===== src/rtl/lt24_pkg.sv =====
// ---------------------------------------------------------------------------
// lt24_pkg
// Shared definitions for the LT24 (ILI9341) 8080-style write controller:
// controller state encoding, default 50 MHz timing and RS pin encoding.
// ---------------------------------------------------------------------------
package lt24_pkg;

    typedef enum logic [2:0] {
        ST_RST_LOW  = 3'd0,
        ST_RST_WAIT = 3'd1,
        ST_IDLE     = 3'd2,
        ST_SETUP    = 3'd3,
        ST_WR_LOW   = 3'd4,
        ST_WR_HIGH  = 3'd5
    } lt24_state_t;

    // Default timing at 50 MHz: 1 ms reset pulse, 120 ms post-reset wait,
    // 40 ns strobe low, 40 ns strobe high.
    localparam int unsigned LT24_RST_LOW_CYCLES  = 50000;
    localparam int unsigned LT24_RST_WAIT_CYCLES = 6000000;
    localparam int unsigned LT24_WR_LOW_CYCLES   = 2;
    localparam int unsigned LT24_WR_HIGH_CYCLES  = 2;

    // Register-select pin encoding.
    localparam logic LT24_RS_CMD  = 1'b0;
    localparam logic LT24_RS_DATA = 1'b1;

endpackage


===== src/rtl/lt24_lcd_write_ctrl.sv =====
// ---------------------------------------------------------------------------
// lt24_lcd_write_ctrl
// Converts a valid/ready stream of command/data words into LT24 8080-style
// 16-bit parallel write cycles, and owns the panel hardware-reset sequence.
//
// Ports:
//   clk, reset_n      system clock, asynchronous active-low reset
//   rst_req           one-cycle pulse restarting the panel reset sequence
//   s_valid/s_ready   upstream handshake; s_rs selects command(0)/data(1),
//                     s_data is the 16-bit word
//   init_done         high once the panel reset sequence has completed
//   busy              high whenever the controller is not IDLE
//   lt24_*            panel pins (cs_n, rs, wr_n, rd_n, d, reset_n)
//
// Every panel pin is registered from the next state so the pins never
// glitch. One shared down-counter times all phases; it is loaded with
// (cycles-1) on entry to a state and the state exits when it reads zero.
// ---------------------------------------------------------------------------
module lt24_lcd_write_ctrl
    import lt24_pkg::*;
#(
    parameter int unsigned RST_LOW_CYCLES  = LT24_RST_LOW_CYCLES,
    parameter int unsigned RST_WAIT_CYCLES = LT24_RST_WAIT_CYCLES,
    parameter int unsigned WR_LOW_CYCLES   = LT24_WR_LOW_CYCLES,
    parameter int unsigned WR_HIGH_CYCLES  = LT24_WR_HIGH_CYCLES
) (
    input  logic        clk,
    input  logic        reset_n,
    input  logic        rst_req,
    input  logic        s_valid,
    input  logic        s_rs,
    input  logic [15:0] s_data,
    output logic        s_ready,
    output logic        init_done,
    output logic        busy,
    output logic        lt24_cs_n,
    output logic        lt24_rs,
    output logic        lt24_wr_n,
    output logic        lt24_rd_n,
    output logic [15:0] lt24_d,
    output logic        lt24_reset_n
);

    // Counter wide enough for the longest phase, strobe phases included so
    // an unusual parameter set cannot truncate a write timing load.
    localparam int unsigned CNT_MAX_RST = (RST_WAIT_CYCLES > RST_LOW_CYCLES) ?
                                          RST_WAIT_CYCLES : RST_LOW_CYCLES;
    localparam int unsigned CNT_MAX_WR  = (WR_LOW_CYCLES > WR_HIGH_CYCLES) ?
                                          WR_LOW_CYCLES : WR_HIGH_CYCLES;
    localparam int unsigned CNT_MAX     = (CNT_MAX_RST > CNT_MAX_WR) ?
                                          CNT_MAX_RST : CNT_MAX_WR;
    localparam int          CNT_W       = $clog2(CNT_MAX + 1);

    // Every phase needs at least one clock; a zero would underflow the load.
    if (WR_LOW_CYCLES == 0 || WR_HIGH_CYCLES == 0 ||
        RST_LOW_CYCLES == 0 || RST_WAIT_CYCLES == 0) begin : g_bad_timing
        $error("lt24_lcd_write_ctrl: phase cycle counts must be at least 1");
    end

    lt24_state_t      state, state_nxt;
    logic [CNT_W-1:0] cnt, cnt_nxt;
    logic             handshake;

    logic             reset_n_nxt;
    logic             cs_n_nxt;
    logic             wr_n_nxt;
    logic             rs_nxt;
    logic [15:0]      d_nxt;
    logic             init_done_nxt;

    // Counter value that makes a state last its configured number of clocks.
    function automatic logic [CNT_W-1:0] load_for(input lt24_state_t st);
        case (st)
            ST_RST_LOW:  return CNT_W'(RST_LOW_CYCLES - 1);
            ST_RST_WAIT: return CNT_W'(RST_WAIT_CYCLES - 1);
            ST_WR_LOW:   return CNT_W'(WR_LOW_CYCLES - 1);
            ST_WR_HIGH:  return CNT_W'(WR_HIGH_CYCLES - 1);
            default:     return '0;
        endcase
    endfunction

    // rst_req masks the handshake so a word offered on that clock is dropped.
    assign s_ready   = ((state == ST_IDLE) ||
                        (state == ST_WR_HIGH && cnt == '0)) && !rst_req;
    assign handshake = s_valid && s_ready;
    assign busy      = (state != ST_IDLE);
    assign lt24_rd_n = 1'b1;

    // State, counter and pin registers
    always_ff @(posedge clk or negedge reset_n) begin
        if (!reset_n) begin
            state        <= ST_RST_LOW;
            cnt          <= load_for(ST_RST_LOW);
            lt24_reset_n <= 1'b0;
            lt24_cs_n    <= 1'b1;
            lt24_wr_n    <= 1'b1;
            lt24_rs      <= LT24_RS_CMD;
            lt24_d       <= '0;
            init_done    <= 1'b0;
        end else begin
            state        <= state_nxt;
            cnt          <= cnt_nxt;
            lt24_reset_n <= reset_n_nxt;
            lt24_cs_n    <= cs_n_nxt;
            lt24_wr_n    <= wr_n_nxt;
            lt24_rs      <= rs_nxt;
            lt24_d       <= d_nxt;
            init_done    <= init_done_nxt;
        end
    end

    // Next state and counter
    always_comb begin
        state_nxt = state;
        case (state)
            ST_RST_LOW:  if (cnt == '0) state_nxt = ST_RST_WAIT;
            ST_RST_WAIT: if (cnt == '0) state_nxt = ST_IDLE;
            ST_IDLE:     if (handshake) state_nxt = ST_SETUP;
            ST_SETUP:    state_nxt = ST_WR_LOW;
            ST_WR_LOW:   if (cnt == '0) state_nxt = ST_WR_HIGH;
            ST_WR_HIGH: begin
                if (cnt == '0) state_nxt = handshake ? ST_SETUP : ST_IDLE;
            end
            default:     state_nxt = ST_RST_LOW;
        endcase
        if (rst_req) state_nxt = ST_RST_LOW;

        // Reload on any state change, and on rst_req so a request during
        // RST_LOW restarts the pulse; otherwise count down and hold at zero.
        if (rst_req || state_nxt != state) begin
            cnt_nxt = load_for(state_nxt);
        end else if (cnt != '0) begin
            cnt_nxt = cnt - CNT_W'(1);
        end else begin
            cnt_nxt = cnt;
        end
    end

    // Pin values for the next clock, decoded from the next state
    always_comb begin
        reset_n_nxt   = (state_nxt != ST_RST_LOW);
        wr_n_nxt      = (state_nxt != ST_WR_LOW);
        cs_n_nxt      = !(state_nxt inside {ST_SETUP, ST_WR_LOW, ST_WR_HIGH});
        init_done_nxt = (state_nxt inside {ST_IDLE, ST_SETUP, ST_WR_LOW, ST_WR_HIGH});
        // Bus only changes on the edge that enters SETUP, where wr_n is high
        // on both sides of the edge.
        rs_nxt        = lt24_rs;
        d_nxt         = lt24_d;
        if (handshake) begin
            rs_nxt = s_rs;
            d_nxt  = s_data;
        end
    end

endmodule


===== config.mk =====
export PLATFORM = sky130hd
export DESIGN_NAME = lt24_lcd_write_ctrl
export DESIGN_NICKNAME = d
export VERILOG_FILES = /design/src/rtl/lt24_pkg.sv /design/src/rtl/lt24_lcd_write_ctrl.sv
export SDC_FILE = /design/constraint.sdc
export NUM_CORES = 1
export LEC_CHECK = 0
export CAP_MARGIN = 30
export CORE_AREA = 3 3 84 86
export CTS_CLUSTER_SIZE = 16
export DETAILED_ROUTE_END_ITERATION = 7
export DIE_AREA = 0 0 87 89
export PLACE_DENSITY_LB_ADDON = 0.12
export SYNTH_ARGS = -nofsm -noshare
export SYNTH_HDL_FRONTEND = slang
export SYNTH_SLANG_ARGS = --single-unit

===== constraint.sdc =====
create_clock -name clk -period 3.2 [get_ports clk]
set_clock_uncertainty 0.15 [all_clocks]
set_input_delay 0.32 -clock clk [delete_from_list [all_inputs] [get_ports clk]]
set_output_delay 0.32 -clock clk [all_outputs]
set_load 0.01 [all_outputs]

==> run metrics <==
CP peak stage delay=0.55 ns; initial DRC count=99; CP Capture Type=output port; final wirelength=5270 µm; met2 Use GR=22.5%; Synth warnings=0; max_cap viols=0; Worst Path Buf+Inv=1; Post CTS Setup Buffer Count=0; initial antenna violation count=0; cts bufs inserted=5; outcome=complete, no violations; DR WL/cell=15.4 µm; first-pass GRT wire length=8960 µm; Power Density=353 mW/mm²; Max Slew Vio Count=0; post-route design area=0.00303 mm²; Die Y=89 µm; Reg2Reg Launch Point=cnt[12]; crit path from=cnt[12]; Logic pwr share=7.9%; FMAX=359 MHz; drt drc=0; synth top area cells=dfrtp_1 39%, dfstp_2 12%, mux2_4 5.8%; final hold violation count=0; final setup TNS=0 ns; Mapped Nets=232; num rows=29; Fillers=596; number of global-route vias before repair=1,793; share of cells above drive strength 1=23.1%; diode count=0; CTS tree=done; non-filler cells in the finished layout=341; Sink Count=47; ys flop type=dfrtp_1; routability congestion estimate=0.809; Power Internal=0.000805 W; Worst-Margin Slew=0.532 ns; IO buf count=43; clk_lat worst skew=0.31 ns; mean area per synthesized cell=11.1 µm²; worst hold path type=in -> async; met1 usage=20.3%; required time worst endpoint=2.73 ns; DRT Pass-1 Iters=4; CTS Buffer Depth=2; GRT Total Usage=14.9%; cells after synthesis=210; Finish-stage setup viols=0; mapped cell area=0.00233 mm²; vias=1,753; Worst setup SP type=register; DRT antenna net count=0; Post-synth EDFFs=0; switch share=24.6%; grt ovf=0; hpwl dp=3880 µm; H-tree depth=2; placed instance area=0.00291 mm²; dpl cells=332; total power draw=0.00107 W; core area=0.00635 mm²; Vias/cell=5.14; starting density of the core=36.7%; number of I/O pins=45; M3 GR Usage=4.06%; fin crit share=87.1%; die span in x=87 µm; root cell of the clock tree=clkbuf_8; clock share of power=34.0%; Worst Path Max Fanout=6; clk slew on worst S/H paths=0.09 ns; die area=0.00774 mm²; sw power=0.000262 W; RSZ-0062 raised after global routing=false; top cell type's share of synthesized area=38.6%; Flop pwr share=58.2%; commonest non-fill, non-tap cell in the layout=clkdlybuf4s50_1; worst path arrival time=2.32 ns; synth-to-layout area growth=29.7%; Worst path slowest cell=or4b_4; crit path kind=reg -> out; Distinct cells, synth=49; max_slew headroom=64.5%; FF+latch count, synth=47; largest area contributor in the netlist=dfrtp_1; family with the most delay on the worst path=simple AND/OR/NAND/NOR gates; GR peak layer=met2; Seq/Total Area, Yosys=51.0%; Post-synth ARST share=100%; Layout Nets=285; commonest cells after routing, fill and taps aside=41 x clkdlybuf4s50_1, 35 x dfrtp_1, 22 x nor2_1, 17 x o21ai_0, 12 x buf_4; Max VDD drop=192 µV; CP cell instances=or4_1 -> or4b_4 -> o21ai_2 -> nor2b_1 -> dlymetal6s2s_1; largest net degree at the start of global routing=31; min cycle time layout=2.79 ns; r2r setup slk=0.49 ns; Leak=1.27 nW
[Yosys cell counts, types with 2 or more instances]
cell type / count
mux2_2: 8
or4_1: 5
nor2b_1: 2
a21oi_1: 8
buf_2: 2
nand2b_1: 3
xor2_1: 8
nor4_1: 2
xnor2_1: 8
clkbuf_1: 7
nand3_1: 6
nor2_1: 22
nand3b_1: 5
a41oi_1: 2
nor3_1: 4
o21ai_0: 17
o31a_1: 2
a21o_1: 2
mux2_4: 9
o21bai_1: 2
or3_1: 4
dfrtp_1: 36
nand2_1: 9
inv_1: 2
dfstp_2: 11
[timing repair]
item / in CTS / in global routing
endpoints found under the hold margin: 11 / 0
resized for setup: 3 / 2
pin swaps: 0 / 0
hold buffers: 1 / 0
endpoints found under the setup margin: 1 / 1
[area by class of cell]
type	instances	area (µm²)	share of cell area, %
sequential	47	1190	39.4
multi-input combinational	149	1070	35.5
timing repair buffer	58	568	18.8
tap	77	96.3	3.18
clock buffer	5	68.8	2.27
clock inverter	3	20.0	0.662
inverter	2	7.51	0.248
[cells by family (layout without fill, tap and decap cells)]
family | count (synthesis) | in the layout | share of synthesized area [%]
AO/OA/AOI/OAI | 42 | 42 | 11.2
flip-flops | 47 | 47 | 51.0
XOR/XNOR | 16 | 16 | 6.01
AND/OR/NAND/NOR | 71 | 71 | 17.5
adder cells (fa/ha/maj) | 1 | 1 | 0.536
buffers and inverters | 14 | 68 | 3.54
other | 1 | 1 | 0.161
multiplexers | 18 | 18 | 10.1
[per-stage QoR]
stage               hold slack [ns]  utilization, %  setup WS (ns)
floorplan                    -0.126               -          0.469
global placement              0.338            45.5          0.315
detailed placement            0.119            45.8          0.288
CTS                           0.310            47.6        0.00715
global route                  0.341            47.6          0.265
finish                        0.309            47.6          0.413
[state kept, by name (all words and copies together), names as in the netlist]
name          cells
lt24_rs           1
lt24_d           16
state             3
lt24_wr_n         1
cnt              23
lt24_reset_n      1
init_done         1
lt24_cs_n         1
[per-layer routing]
metal	part of all wire, %	vias up
li1	-	853
met1	48	855
met2	46	36
met3	4.9	9
met4	1.6	0
met5	0	-
[power groups by stage]
| stage | logic [W] | registers (W) | clock network, W |
|---|---|---|---|
| 5_1_grt | 0.0000935 | 0.000623 | 0.000408 |
| 2_1_floorplan | 0.0000324 | 0.000628 | 0 |
| 3_5_place_dp | 0.0000837 | 0.000632 | 0 |
| 4_1_cts | 0.0000856 | 0.000621 | 0.000384 |
| 3_3_place_gp | 0.0000804 | 0.000631 | 0 |
| 6_report | 0.0000840 | 0.000620 | 0.000362 |
[worst paths after layout]
path                               to  cells past startpoint
setup / recovery              s_ready                      5
hold / removal                cnt[17]                      2
setup reg to reg           lt24_d[11]                      6
hold reg to reg            lt24_d[12]                      1
max in group asynchronous      cnt[2]                      4
min in group clk           lt24_d[12]                      1
Note: power is estimated with default switching activity, not from simulation.
